File: src/rtl/tile_accum_ctrl_if.sv
// tile_accum_ctrl_if -- signal bundle between the tile accumulation controller
// and its surroundings (activation producer, tile FIFO, accumulator).
//
//   start            job request (sampled only while the controller is idle)
//   num_input_tiles  tiles in the requested job
//   act_valid        producer has a packed activation tile ready
//   act_load         FIFO push strobe / producer accept
//   fifo_full        tile FIFO cannot take another tile
//   fifo_empty       tile FIFO has nothing to pop
//   fifo_read        FIFO pop strobe; popped data is valid the next cycle
//   acc_clear        accumulator clear pulse at the start of a job
//   acc_en           accumulator consumes the FIFO output tile this cycle
//   busy             controller is working on a job
//   done             one-cycle job-complete pulse
//   err              one-cycle pulse on a rejected start
//   tile_count       tiles accumulated in the current/last job
//
// master: the surroundings (drives requests and FIFO status)
// slave:  the controller
interface tile_accum_ctrl_if;
  logic       start;
  logic [3:0] num_input_tiles;
  logic       act_valid;
  logic       act_load;
  logic       fifo_full;
  logic       fifo_empty;
  logic       fifo_read;
  logic       acc_clear;
  logic       acc_en;
  logic       busy;
  logic       done;
  logic       err;
  logic [3:0] tile_count;

  modport master (
    output start, num_input_tiles, act_valid, fifo_full, fifo_empty,
    input  act_load, fifo_read, acc_clear, acc_en, busy, done, err, tile_count
  );

  modport slave (
    input  start, num_input_tiles, act_valid, fifo_full, fifo_empty,
    output act_load, fifo_read, acc_clear, acc_en, busy, done, err, tile_count
  );
endinterface

File: src/rtl/tile_accum_ctrl.sv
// tile_accum_ctrl -- sequences one accumulation job over a 16-lane systolic
// array: collect N activation tiles into the tile FIFO, feed them back out
// into the accumulator, wait for the array to flush, then pulse done.
//
// Ports:
//   clk    single clock, all state changes on the rising edge
//   reset  asynchronous, active-high
//   bus    tile_accum_ctrl_if.slave (see the interface file for signals)
//
// Parameters:
//   MAX_INPUT_TILES  tile FIFO depth and largest accepted job (<= 15)
//   DRAIN_CYCLES     array flush latency in cycles (>= 1)
module tile_accum_ctrl #(
  parameter int MAX_INPUT_TILES = 4,
  parameter int DRAIN_CYCLES    = 31
) (
  input  logic              clk,
  input  logic              reset,
  tile_accum_ctrl_if.slave  bus
);

  localparam int         DW    = (DRAIN_CYCLES > 1) ? $clog2(DRAIN_CYCLES) : 1;
  localparam logic [3:0] MAX_N = 4'(MAX_INPUT_TILES);
  localparam logic [DW-1:0] DRAIN_LAST = DW'(DRAIN_CYCLES - 1);

  typedef enum logic [2:0] {
    IDLE,
    COLLECT,
    FEED,
    DRAIN,
    DONE
  } state_t;

  state_t        state, state_nxt;
  logic [3:0]    n_q;          // tiles in the accepted job
  logic [3:0]    push_cnt;
  logic [3:0]    read_cnt;
  logic [3:0]    tile_cnt;
  logic [DW-1:0] drain_cnt;
  logic          acc_clear_q;
  logic          acc_en_q;
  logic          err_q;

  logic          n_legal;
  logic          accept;
  logic          reject;
  logic          act_load_c;
  logic          fifo_read_c;

  assign n_legal = (bus.num_input_tiles != 4'd0) && (bus.num_input_tiles <= MAX_N);
  assign accept  = (state == IDLE) && bus.start &&  n_legal;
  assign reject  = (state == IDLE) && bus.start && !n_legal;

  // NOTE: async reset must appear in the sensitivity list; non-blocking (<=)
  // keeps every register sampling pre-edge values regardless of block order.
  always_ff @(posedge clk or posedge reset) begin
    if (reset) state <= IDLE;
    else       state <= state_nxt;
  end

  // NOTE: every signal written here gets a default first, so no path through
  // the case statement can leave one unassigned and infer a latch.
  always_comb begin
    state_nxt   = state;
    act_load_c  = 1'b0;
    fifo_read_c = 1'b0;
    unique case (state)
      IDLE: begin
        if (accept) state_nxt = COLLECT;
      end
      COLLECT: begin
        act_load_c = bus.act_valid & ~bus.fifo_full;
        if (act_load_c && (push_cnt == n_q - 4'd1)) state_nxt = FEED;
      end
      FEED: begin
        fifo_read_c = ~bus.fifo_empty && (read_cnt < n_q);
        if (fifo_read_c && (read_cnt == n_q - 4'd1)) state_nxt = DRAIN;
      end
      DRAIN: begin
        if (drain_cnt == DRAIN_LAST) state_nxt = DONE;
      end
      DONE: begin
        state_nxt = IDLE;
      end
      default: state_nxt = IDLE;
    endcase
  end

  always_ff @(posedge clk or posedge reset) begin
    if (reset) begin
      n_q         <= '0;
      push_cnt    <= '0;
      read_cnt    <= '0;
      tile_cnt    <= '0;
      drain_cnt   <= '0;
      acc_clear_q <= 1'b0;
      acc_en_q    <= 1'b0;
      err_q       <= 1'b0;
    end else begin
      // acc_clear lands on the first COLLECT cycle; err on the cycle after a
      // rejected start.
      acc_clear_q <= accept;
      err_q       <= reject;
      // Popped FIFO data is valid one cycle after the read strobe.
      acc_en_q    <= fifo_read_c;

      if (accept) begin
        n_q      <= bus.num_input_tiles;
        push_cnt <= '0;
        read_cnt <= '0;
        tile_cnt <= '0;
      end else begin
        if (act_load_c)  push_cnt <= push_cnt + 4'd1;
        if (fifo_read_c) read_cnt <= read_cnt + 4'd1;
        if (acc_en_q)    tile_cnt <= tile_cnt + 4'd1;
      end

      // Counter is parked at zero until the array starts flushing.
      if (state == DRAIN) drain_cnt <= drain_cnt + DW'(1);
      else                drain_cnt <= '0;
    end
  end

  assign bus.act_load   = act_load_c;
  assign bus.fifo_read  = fifo_read_c;
  assign bus.acc_clear  = acc_clear_q;
  assign bus.acc_en     = acc_en_q;
  assign bus.busy       = (state != IDLE);
  assign bus.done       = (state == DONE);
  assign bus.err        = err_q;
  assign bus.tile_count = tile_cnt;

endmodule

File: src/flat_wrapper.sv
// flat-port wrapper written by rule: the top's interface ports become plain ports
module tile_accum_ctrl_flat 
#(
  parameter int MAX_INPUT_TILES = 4,
  parameter int DRAIN_CYCLES    = 31
)
  (clk, reset, bus_start, bus_num_input_tiles, bus_act_valid, bus_fifo_full, bus_fifo_empty, bus_act_load, bus_fifo_read, bus_acc_clear, bus_acc_en, bus_busy, bus_done, bus_err, bus_tile_count);
  tile_accum_ctrl_if bus_i ();
  input  logic clk;
  input  logic reset;
  input wire logic [$bits(bus_i.start)-1:0] bus_start;
  input wire logic [$bits(bus_i.num_input_tiles)-1:0] bus_num_input_tiles;
  input wire logic [$bits(bus_i.act_valid)-1:0] bus_act_valid;
  input wire logic [$bits(bus_i.fifo_full)-1:0] bus_fifo_full;
  input wire logic [$bits(bus_i.fifo_empty)-1:0] bus_fifo_empty;
  output wire logic [$bits(bus_i.act_load)-1:0] bus_act_load;
  output wire logic [$bits(bus_i.fifo_read)-1:0] bus_fifo_read;
  output wire logic [$bits(bus_i.acc_clear)-1:0] bus_acc_clear;
  output wire logic [$bits(bus_i.acc_en)-1:0] bus_acc_en;
  output wire logic [$bits(bus_i.busy)-1:0] bus_busy;
  output wire logic [$bits(bus_i.done)-1:0] bus_done;
  output wire logic [$bits(bus_i.err)-1:0] bus_err;
  output wire logic [$bits(bus_i.tile_count)-1:0] bus_tile_count;
  assign bus_i.start = bus_start;
  assign bus_i.num_input_tiles = bus_num_input_tiles;
  assign bus_i.act_valid = bus_act_valid;
  assign bus_i.fifo_full = bus_fifo_full;
  assign bus_i.fifo_empty = bus_fifo_empty;
  assign bus_act_load = bus_i.act_load;
  assign bus_fifo_read = bus_i.fifo_read;
  assign bus_acc_clear = bus_i.acc_clear;
  assign bus_acc_en = bus_i.acc_en;
  assign bus_busy = bus_i.busy;
  assign bus_done = bus_i.done;
  assign bus_err = bus_i.err;
  assign bus_tile_count = bus_i.tile_count;
  tile_accum_ctrl #(.MAX_INPUT_TILES(MAX_INPUT_TILES), .DRAIN_CYCLES(DRAIN_CYCLES)) u_core (.clk(clk), .reset(reset), .bus(bus_i));
endmodule
File: config.mk
export PLATFORM = sky130hd
export DESIGN_NAME = tile_accum_ctrl_flat
export DESIGN_NICKNAME = d
export VERILOG_FILES = /design/src/rtl/tile_accum_ctrl_if.sv /design/src/rtl/tile_accum_ctrl.sv /design/src/flat_wrapper.sv
export SDC_FILE = /design/constraint.sdc
export NUM_CORES = 1
export LEC_CHECK = 0
export ABC_AREA = 1
export ABC_CLOCK_PERIOD_IN_PS = 3100
export BUFFER_PORTS_ARGS = -buffer_cell sky130_fd_sc_hd__buf_2
export CAP_MARGIN = 20
export CORE_UTILIZATION = 55
export CTS_CLUSTER_DIAMETER = 50
export CTS_CLUSTER_SIZE = 10
export DETAILED_ROUTE_END_ITERATION = 6
export HOLD_SLACK_MARGIN = 0.15
export PLACE_DENSITY = 0.85
export SYNTH_ARGS = -nofsm -noshare
export SYNTH_HDL_FRONTEND = slang
export SYNTH_SLANG_ARGS = --single-unit
File: constraint.sdc
create_clock -name clk -period 3.1 [get_ports clk]
set_input_delay 0.465 -clock clk [delete_from_list [all_inputs] [get_ports clk]]
set_output_delay 0.465 -clock clk [all_outputs]
set_load 0.01 [all_outputs]
After elaboration in Yosys (flattened, before gate mapping) --
Cells that the tools add are included.
Operators by class: bitwise gates (word level) 3, mux-type cells 14, reduce and logical (&&, ||, !) cells 15, $lt $le $gt $ge 2, add/subtract/negate cells 5, equality and inequality tests 11
Operator list (count):
- 2-to-1 mux 4 bit | 6
- adder 4 x 1 -> 4 bit, second input constant | 3
- 2-to-1 mux 3 bit | 4
- case mux 3 bit (4 select lines) | 1
- equality test 4 bit | 2
- != test 2 x 1 -> 1 bit, second input constant | 4
- logical AND 1 bit | 7
- equality test 3 x 2 -> 1 bit, second input constant | 2
- nonzero test 2 bit | 3
- adder 5 x 1 -> 5 bit, second input constant | 1
- equality test 5 bit, second input constant | 1
- 2-to-1 mux 5 bit | 1
- less-or-equal comparator 4 x 3 -> 1 bit, second input constant | 1
- < comparator 4 bit | 1
- AND reduction 4 bit | 1
- nonzero test 4 bit | 1
- subtractor 4 x 1 -> 4 bit, second input constant | 1
- equality test 3 x 1 -> 1 bit, second input constant | 1
- equality test 3 bit, second input constant | 1
- logical NOT 3 bit | 1
- nonzero test 3 bit | 1
- 2-to-1 mux 1 bit | 2
- inverter 1 bit | 2
- bitwise AND 1 bit | 1
- logical NOT 1 bit | 1
Storage, ports and cells: input port bits 10, register bits 27, output and inout bits 11

Logic depth before layout (Yosys ltp) --
Gate-level depths: netlist of the first run.
depth in word-level cells 5, depth in mapped cells 13, mapped depth without buffers 13

Least setup slack after synthesis of the first run --
No wires, ideal clock.
kind flip-flop to output port, start point register u_core.n_q[3], end point output bus_fifo_read, buffers on the path 0, arrival time 1.238 ns, cell stages (with the launch flop) 8, slack 1.397 ns, required time 2.635 ns, path through dfrtp_1 -> inv_1 -> ha_1 -> a21oi_1 -> nand2_1 -> nor2_1 -> nand2_2 -> clkinv_1
Between the ends: word-level cells in the longest chain between the ends 3
Ends and longest elaborated chain:
- start, declared | line tile_accum_ctrl.sv:35 | logic [3:0] n_q;
- start signal, assigned | line tile_accum_ctrl.sv:108 | n_q <= bus.num_input_tiles;
- < comparator 4 bit | line tile_accum_ctrl.sv:76 | fifo_read_c = ~bus.fifo_empty && (read_cnt < n_q);
- logical AND 1 bit | line tile_accum_ctrl.sv:76
- 2-to-1 mux 1 bit | line tile_accum_ctrl.sv:67 | unique case (state)
- end, declared | line flat_wrapper.sv:17 | output wire logic [$bits(bus_i.fifo_read)-1:0] bus_fifo_read;
No other way between the ends.

Worst setup path in the final report of the first run --
Ends and elaborated chain as after synthesis.

==> results of run 1 <==
metal layers:
metal	vias up	GRT usage (%)
li1	700	-
met1	595	24.74
met2	25	32.94
met3	2	2.074
met4	0	6.272
met5	-	0
where the power goes:
part           total (W)  switching (W)  internal, W
clock network   0.000160       0.000110    0.0000493
logic           0.000835       0.000506     0.000329
registers       0.000598       0.000122     0.000476
total            0.00159       0.000738     0.000854
sequential cells by signal, indices dropped and copies added, names as in the netlist:
register and count:
u_core.state 3, u_core.push_cnt 4, u_core.bus.tile_count 4, u_core.read_cnt 4, u_core.bus.err 1, u_core.bus.acc_clear 1, u_core.bus.acc_en 1, u_core.drain_cnt 5
u_core.n_q 4
worst paths after layout:
check                                  startpoint                       end  cells after the start
max                                 u_core.n_q[3]             bus_fifo_read                      8
min                        bus_num_input_tiles[1]             u_core.n_q[1]                      3
max reg2reg                         u_core.n_q[0]           u_core.state[1]                     12
min reg2reg                   u_core.drain_cnt[0]       u_core.drain_cnt[0]                      1
max in group asynchronous                   reset             u_core.n_q[1]                      4
min in group asynchronous                   reset  u_core.bus.tile_count[3]                      3
through the flow:
stage                     area, µm²  worst slack, ns
after global placement         1767            1.239
after detailed placement       1767            1.187
final                          1834           0.7981
after CTS                      1797           0.7907
after global routing           1834           0.6509
after floorplan                1639            1.397
logic make-up (layout without fill, tap and decap cells):
logic type      Yosys count  after routing  share of synthesized area, %
simple gates            105            105                         33.21
buf+inv                  38             63                         9.160
flops                    27             27                         41.22
compound gates           22             22                         7.634
fa+ha+maj                10             10                         7.634
xor+xnor                  1              1                        0.5344
mux                       1              1                        0.6107
cell type report:
type / instances / area share (%)
Multi-Input combinational cell: 139 / 44.34
Timing Repair Buffer: 22 / 7.503
Sequential cell: 27 / 36.83
Tap cell: 31 / 2.115
Inverter: 37 / 7.572
Clock inverter: 1 / 0.4093
Clock buffer: 3 / 1.228
worst max-delay path: stages (launching register included):
cell	delay (ns)
dfrtp_1	0.42
inv_1	0.11
ha_1	0.25
a21oi_1	0.15
nand2_1	0.06
nor2_1	0.14
nand2_2	0.12
clkinv_1	0.11
buf_2	0.13
Yosys cell counts, drive strengths merged:
| cell type | count | area [µm²] |
|---|---|---|
| mux2i | 1 | 10.01 |
| dfrtp | 27 | 675.7 |
| nor3b | 1 | 7.510 |
| nand4 | 2 | 12.51 |
| nand3 | 22 | 127.6 |
| or2 | 2 | 12.51 |
| nand2 | 45 | 183.9 |
| clkinv | 1 | 3.750 |
| a21oi | 12 | 75.08 |
| o21ai | 10 | 50.05 |
| xor2 | 1 | 8.760 |
| ha | 10 | 125.1 |
| nor2 | 26 | 150.1 |
| buf | 1 | 11.26 |
| inv | 36 | 135.1 |
| nor3 | 7 | 50.05 |
==> flow_summary.yaml, run 1 <==
setup_path:
  rrSetupSlack_ns: 1.38
  critPathMaxFanout: 7
  worstPathRequired_ns: 2.63
  criticalPathCategory: "register to primary output"
  startpoint_type: "register"
  cp.arrival_ns: 1.84
  cp-end-kind: "primary output"
route:
  wl_met2_um: 1359
  drc: 0
  wirelength_um: 2842
  routedWlPerCell_um: 10.93
  met3_length_um: 99
  routed.top_layer: "met4"
  vias: 1322
  antenna_left: 0
  drtPass1Iterations: 4
  wl_met1_um: 1363
  drt_iter0_drc: 37
  vias_per_cell: 5.085
sta:
  slew_headroom_pct: 79.27
  rsz0062_at_grt: "no"
  setup_viol: 0
  drv_slew: 0
  post-route-period-util_pct: 74.25
  fin_skew_ns: 0.007842
  tightest_slew_ns: 0.3100
  fin_tns_setup_ns: 0
  period_minus_slack_ns: 2.302
  final-hold-violation-count: 0
  fmax_mhz: 434.4
  fin_hold_ws_ns: 0.3693
layout:
  antennaDiodeCount: 0
  drive_above_1_share_pct: 22.27
  register_area_um2: 675.6
  multi_input_area_um2: 813.3
  nFillCells: 253
  finish.net_count: 250
  final_util_pct: 65.95
  stdcell_count: 260
  syn_to_final_growth_pct: 11.91
  final_common_cell: "nand2_1"
  mostFrequentLayoutCells: "nand2_1, inv_1, dfrtp_1, nand3_1, buf_2"
floorplan:
  pin_count: 21
  coreArea_um2: 2781
  initial_utilization_pct: 58.93
  fp.dieH_um: 56.59
  dieWidth_um: 56.59
  row_count: 19
  die_area_um2: 3202
power:
  leakagePower_nw: 0.9774
  power_w: 0.001592
  power.density_nw_per_um2: 868.0
  ir_worst_vdd_mv: 0.5704
clock_tree:
  clk_pin_slew_ns: 0.16
  clock_latency_ns: 0.33
  post_cts_resized: 0
  numCtsBuffers: 3
  root_buffer: "clkbuf_4"
  postCtsHoldBufs: 0
  clock_path_buffers: 2
  clock-sinks: 27
  h-tree-depth: 1
  post-cts-setup-buffer-count: 0
  cts_tree: "yes"
yosys:
  syn-instance-count: 204
  seq_area_frac_synth_pct: 41.22
  syn-cell-area_um2: 1639
  yosysWarningCount: 0
  avgSynthCellArea_um2: 8.035
  synth-seq-cells: 27
  syn-num-nets: 224
  ys_types: 28
run:
  maxCapViolations: 0
global_route:
  grt_pass1_wl_um: 4733
  antenna_found_initial: 0
  globalRouteTotalUtil_pct: 19.03
  grt_max_degree: 28
  grt-ovfl-total: 0
  grt_pass1_vias: 1138
status:
  status: "finished clean"
worst_hold_path:
  min_path_type: "input pin to register"
place:
  place_inst: 254
  hpwl_um: 2161
  gp_congestion: 0.8188
  port_buffers: 20
Note: power is estimated with default switching activity, not from simulation.
==> run 2, diff against run 1 <==
--- a/config.mk
+++ b/config.mk
@@ -5,8 +5,8 @@
 export SDC_FILE = /design/constraint.sdc
 export NUM_CORES = 1
 export LEC_CHECK = 0
-export ABC_AREA = 1
-export ABC_CLOCK_PERIOD_IN_PS = 3100
+export ABC_AREA = 0
+export ABC_CLOCK_PERIOD_IN_PS = 2400
 export BUFFER_PORTS_ARGS = -buffer_cell sky130_fd_sc_hd__buf_2
 export CAP_MARGIN = 20
 export CORE_UTILIZATION = 55
@@ -14,7 +14,7 @@
 export CTS_CLUSTER_SIZE = 10
 export DETAILED_ROUTE_END_ITERATION = 6
 export HOLD_SLACK_MARGIN = 0.15
-export PLACE_DENSITY = 0.85
+export PLACE_DENSITY = 0.86
 export SYNTH_ARGS = -nofsm -noshare
 export SYNTH_HDL_FRONTEND = slang
 export SYNTH_SLANG_ARGS = --single-unit
==> constraint.sdc (replaced) <==
create_clock -name clk -period 2.4 [get_ports clk]
set_input_delay 0.36 -clock clk [delete_from_list [all_inputs] [get_ports clk]]
set_output_delay 0.36 -clock clk [all_outputs]
set_load 0.01 [all_outputs]
==> run 2 against run 1 <==
Wire length decreased by 5.6%. Via count decreased by 16%. Non-clock buffer count increased by 2. Critical path depth decreased by 2. Register-to-register slack got worse by 0.95 ns. Design area decreased by 11%.
==> flow_summary.yaml, run 2 <==
layout:
  register_area_um2: 675.6
  final_common_cell: "dfrtp_1"
  regMostFlops: "u_core.drain_cnt"
  drive_above_1_share_pct: 17.65
  final_area_um2: 1630
  multi_input_area_um2: 715.7
  syn_to_final_growth_pct: 12.62
  mostFrequentLayoutCells: "dfrtp_1, buf_2, nor2_1, xor2_1, inv_1"
  antennaDiodeCount: 0
  nFillCells: 199
  finish.net_count: 191
  largest_reg_flops: 5
setup_path:
  cp_top_family: "flip-flops"
  crit_slowest_cell: "dfrtp_1"
  cp_num_buf_inv: 2
  crit_chain: "inv_1, ha_1, o21ai_0, a21oi_2, nor2_1, buf_2"
  crit_path_max_incr_delay_ns: 0.44
  worstPathRequired_ns: 2.04
  critPathMaxFanout: 10
  cp.arrival_ns: 1.81
  startpoint_type: "register"
  cp-end-kind: "primary output"
  criticalPathCategory: "register to primary output"
clock_tree:
  clk_pin_slew_ns: 0.15
  cts_tree: "yes"
  h-tree-depth: 1
  clock-sinks: 27
  post-cts-setup-buffer-count: 0
  clock_path_buffers: 2
  root_buffer: "clkbuf_4"
  numCtsBuffers: 3
  clock_latency_ns: 0.32
yosys:
  synth_top_area_cell: "dfrtp_1"
  syn-num-nets: 164
  synth_enable_flop_cells: 0
  yosysWarningCount: 0
  synthTopCellsByCount: "dfrtp_1, nor2_1, inv_1, xor2_1, ha_1"
  seq_area_frac_synth_pct: 46.67
  syn-instance-count: 144
  synth_area_leaders: "dfrtp_1, ha_1, xor2_1"
  synth-seq-cells: 27
  avgSynthCellArea_um2: 10.05
  netlist.area_leader.share_pct: 46.67
  syn-cell-area_um2: 1448
  synth.most_common_cell: "dfrtp_1"
  dominantRegCellSynth: "dfrtp_1"
  async_flop_share_pct: 100.0
  ys_types: 33
sta:
  fmax_mhz: 461.4
  rsz0062_at_grt: "no"
  post-route-period-util_pct: 90.30
  drv_slew: 0
  fin_skew_ns: 0.004009
  period_minus_slack_ns: 2.167
  slew_headroom_pct: 76.66
  tightest_slew_ns: 0.3501
  fin_tns_setup_ns: 0
  setup_viol: 0
  final-hold-violation-count: 0
place:
  port_buffers: 20
  hpwl_um: 2022
  postPlaceCellArea_um2: 1589
  gp_congestion: 0.8497
power:
  leakagePower_nw: 0.8111
  ir_worst_vdd_mv: 0.8089
  power.density_nw_per_um2: 1047
  power_w: 0.001707
route:
  antenna_left: 0
  wirelength_um: 2684
  vias: 1110
  vias_per_cell: 5.550
  drt_iter0_drc: 14
  routedWlPerCell_um: 13.42
  drc: 0
  drtPass1Iterations: 4
floorplan:
  die_area_um2: 2841
  initial_utilization_pct: 58.43
  row_count: 18
  pin_count: 21
  coreArea_um2: 2477
  fp.dieH_um: 53.31
  dieWidth_um: 53.31
global_route:
  grt_max_degree: 28
  grt-ovfl-total: 0
  globalRouteTotalUtil_pct: 21.71
  grt_pass1_wl_um: 4340
  antenna_found_initial: 0
  grt_pass1_vias: 1044
run:
  maxCapViolations: 0
status:
  status: "finished clean"
worst_hold_path:
  min_path_type: "input pin to register"
==> run 2: per-stage QoR <==
stage               util (%)  setup slack, ns  hold slack (ns)  cells
global placement       64.14           0.5761           0.4280    195
detailed placement     64.14           0.4751           0.4402    195
finish                 65.81           0.2329           0.2508    200
CTS                    65.66          0.09534           0.2460    200
floorplan                  -           0.7173           0.4127    144
global route           65.81          0.05945           0.2495    200
==> run 2: final cells by class <==
cell class                 count  share of cell area [%]
clock buffer                   3                   1.381
clock inverter                 1                  0.3070
inverter                      11                   2.533
multi-input combinational    104                   43.90
sequential                    27                   41.44
tap                           30                   2.302
timing repair buffer          24                   8.135
==> run 2: cells by family (layout without fill, tap and decap cells) <==
logic type | after synthesis | after routing | share of synthesized area [%]
simple gates | 54 | 54 | 19.45
flops | 27 | 27 | 46.67
compound gates | 21 | 21 | 8.556
xor+xnor | 18 | 18 | 11.84
buf+inv | 13 | 39 | 4.149
fa+ha+maj | 10 | 10 | 8.643
mux | 1 | 1 | 0.6915
==> run 2: what timing repair did <==
item                                    CTS  global route
gates resized for setup                   0             1
hold endpoints to repair                 27             0
hold buffers                              1             0
endpoints found under the setup margin    0             1
==> run 2: path summary, 6_finish.rpt <==
| kind | cells after the start | start | slack, ns | to |
|---|---|---|---|---|
| max in group asynchronous | 4 | reset | 1.53 | u_core.state[2] |
| max | 6 | u_core.n_q[2] | 0.23 | bus_fifo_read |
| min reg2reg | 1 | u_core.drain_cnt[0] | 0.50 | u_core.drain_cnt[0] |
| min in group asynchronous | 4 | reset | 0.62 | u_core.push_cnt[0] |
| max reg2reg | 6 | u_core.n_q[2] | 0.43 | u_core.state[0] |
| min | 3 | bus_num_input_tiles[0] | 0.25 | u_core.n_q[0] |
==> run 2: power by group <==
| group | switching (W) | total [W] | leakage, nW | internal, W |
|---|---|---|---|---|
| combinational | 0.000393 | 0.000753 | 0.437 | 0.000360 |
| clock | 0.000136 | 0.000198 | 0.0177 | 0.0000625 |
| sequential | 0.000167 | 0.000756 | 0.356 | 0.000589 |
==> run 2: worst min-delay path, delay by kind of cell <==
family | cells | cell delay [ns]
AOI/OAI and AO/OA | 1 | 0.05
buffers and inverters | 1 | 0.09
and+or+nand+nor | 1 | 0.04
==> run 2: routing by layer <==
layer	wire length, µm	part of all wire [%]	global-route usage (%)	vias to the layer above
li1	-	-	-	549
met1	1129	42	24.32	540
met2	1441	54	39.58	17
met3	81	3.0	5.460	4
met4	31	1.2	6.579	0
met5	0	0	0	-
==> run 3, diff against run 2 <==
--- a/config.mk
+++ b/config.mk
@@ -6,7 +6,7 @@
 export NUM_CORES = 1
 export LEC_CHECK = 0
 export ABC_AREA = 0
-export ABC_CLOCK_PERIOD_IN_PS = 2400
+export ABC_CLOCK_PERIOD_IN_PS = 2000
 export BUFFER_PORTS_ARGS = -buffer_cell sky130_fd_sc_hd__buf_2
 export CAP_MARGIN = 20
 export CORE_UTILIZATION = 55
@@ -15,6 +15,7 @@
 export DETAILED_ROUTE_END_ITERATION = 6
 export HOLD_SLACK_MARGIN = 0.15
 export PLACE_DENSITY = 0.86
+export SETUP_SLACK_MARGIN = 0.2
 export SYNTH_ARGS = -nofsm -noshare
 export SYNTH_HDL_FRONTEND = slang
 export SYNTH_SLANG_ARGS = --single-unit
==> constraint.sdc (replaced) <==
create_clock -name clk -period 2 [get_ports clk]
set_input_delay 0.3 -clock clk [delete_from_list [all_inputs] [get_ports clk]]
set_output_delay 0.3 -clock clk [all_outputs]
set_load 0.01 [all_outputs]
==> run 3 against run 2 <==
Utilization up 16 points. Worst setup slack got worse by 0.12 ns. Via count grew 24%. Worst hold slack got worse by 0.031 ns. Critical path type unchanged. Critical endpoint unchanged.
==> flow_summary.yaml, run 3 (synthesized netlist as in run 2, its figures left out) <==
clock_tree:
  numCtsBuffers: 3
  h-tree-depth: 1
  clock_latency_ns: 0.33
  cts_tree: "yes"
  clock-sinks: 27
  root_buffer: "clkbuf_4"
  clk_pin_slew_ns: 0.16
  clock_path_buffers: 2
status:
  status: "finished clean"
global_route:
  grt_max_degree: 28
  antenna_found_initial: 0
  globalRouteTotalUtil_pct: 30.14
  grt_pass1_vias: 1271
  grt_pass1_wl_um: 5934
  grt-ovfl-total: 0
sta:
  fin_tns_setup_ns: 0
  tightest_slew_ns: 0.4953
  final-hold-violation-count: 0
  setup_viol: 0
  period_minus_slack_ns: 1.883
  fmax_mhz: 531.1
  drv_slew: 0
  rsz0062_at_grt: "yes"
  fin_hold_ws_ns: 0.2202
  slew_headroom_pct: 66.91
  fin_skew_ns: 0.009211
  post-route-period-util_pct: 94.14
setup_path:
  cp-end-kind: "primary output"
  rrSetupSlack_ns: 0.12
  startpoint_type: "register"
  ff2ff_path_depth: 7
  cp.arrival_ns: 1.58
  criticalPathCategory: "register to primary output"
  worstPathRequired_ns: 1.70
  r2r_start: "u_core.n_q[3]"
  critPathMaxFanout: 3
  r2r-end: "u_core.state[0]"
place:
  port_buffers: 20
  gp_congestion: 0.8425
  hpwl_um: 2007
  postPlaceCellArea_um2: 1597
  place_inst: 196
route:
  antenna_left: 0
  drtPass1Iterations: 4
  vias_per_cell: 5.935
  vias: 1371
  drc: 0
  drt_iter0_drc: 55
  routedWlPerCell_um: 18.28
  wirelength_um: 4223
layout:
  drive_above_1_share_pct: 41.79
  largest_reg_flops: 5
  antennaDiodeCount: 0
  nFillCells: 135
  final_util_pct: 81.57
  multi_input_area_um2: 834.6
  finish.net_count: 222
  syn_to_final_growth_pct: 39.59
  stdcell_count: 231
  final_area_um2: 2021
  register_area_um2: 678.2
  mostFrequentLayoutCells: "buf_4, dfrtp_1, buf_2, nor2_1, xor2_1"
  regMostFlops: "u_core.drain_cnt"
  final_common_cell: "buf_4"
power:
  power.density_nw_per_um2: 1382
  ir_worst_vdd_mv: 1.002
  leakagePower_nw: 0.9820
floorplan:
  initial_utilization_pct: 58.43
  dieWidth_um: 53.31
  row_count: 18
  coreArea_um2: 2477
  pin_count: 21
  fp.dieH_um: 53.31
  die_area_um2: 2841
run:
  maxCapViolations: 0
worst_hold_path:
  min_path_type: "input pin to register"
  worstHoldEndpoint: "u_core.bus.err"
  holdPathStages: 3
  min-delay-start: "bus_num_input_tiles[3]"
-- run 3: metal layers --
layer / up-vias / part of all wire, % / track usage, %
li1: 611 / - / -
met1: 678 / 40 / 35.75
met2: 62 / 51 / 51.88
met3: 20 / 5.6 / 4.885
met4: 0 / 4.3 / 14.91
met5: - / 0 / 0
-- run 3: how the worst max path moves through the flow --
stage | from | to | slack, ns | depth (start not counted)
after floorplan | u_core.n_q[2] | u_core.state[0] | 0.32 | 6
after CTS | u_core.n_q[1] | bus_fifo_read | 0.18 | 6
after detailed placement | u_core.n_q[2] | bus_fifo_read | 0.10 | 6
after global routing | u_core.n_q[3] | u_core.state[0] | 0.03 | 7
after global placement | u_core.n_q[2] | bus_fifo_read | 0.22 | 6
final | u_core.n_q[3] | bus_fifo_read | 0.12 | 6
-- run 3: what timing repair did --
action,4_1_cts,5_1_grt
resized for setup,15,23
buffers inserted,24,6
pin swaps,10,10
endpoints found under the hold margin,27,0
endpoints found under the setup margin,6,10
hold buffers,1,0
-- run 3: metrics by stage --
step	setup slack, ns	power (W)
floorplan	0.3173	0.001534
global placement	0.2236	0.001756
detailed placement	0.1037	0.001826
CTS	0.1766	0.002437
global route	0.03407	0.002940
finish	0.1172	0.002793
-- run 3: where the power goes --
part           internal [W]  switching [W]  leakage (nW)
Combinational      0.000864       0.000786         0.614
Sequential         0.000709       0.000180         0.354
Clock             0.0000765       0.000177        0.0139
Total               0.00165        0.00114         0.982
-- run 3: worst max-delay path, stage by stage (launching register included) --
cell     delay (ns)
dfrtp_1        0.42
inv_2          0.07
ha_4           0.17
nor4_4         0.16
nand2_2        0.14
nor2_1         0.14
buf_2          0.14
-- run 3: final cells by class --
class | instances | share of cell area, %
Multi-Input combinational cell | 104 | 41.30
Sequential cell | 27 | 33.56
Timing Repair Buffer | 55 | 19.75
Inverter | 11 | 2.043
Tap cell | 30 | 1.858
Clock buffer | 3 | 1.115
Clock inverter | 1 | 0.3715
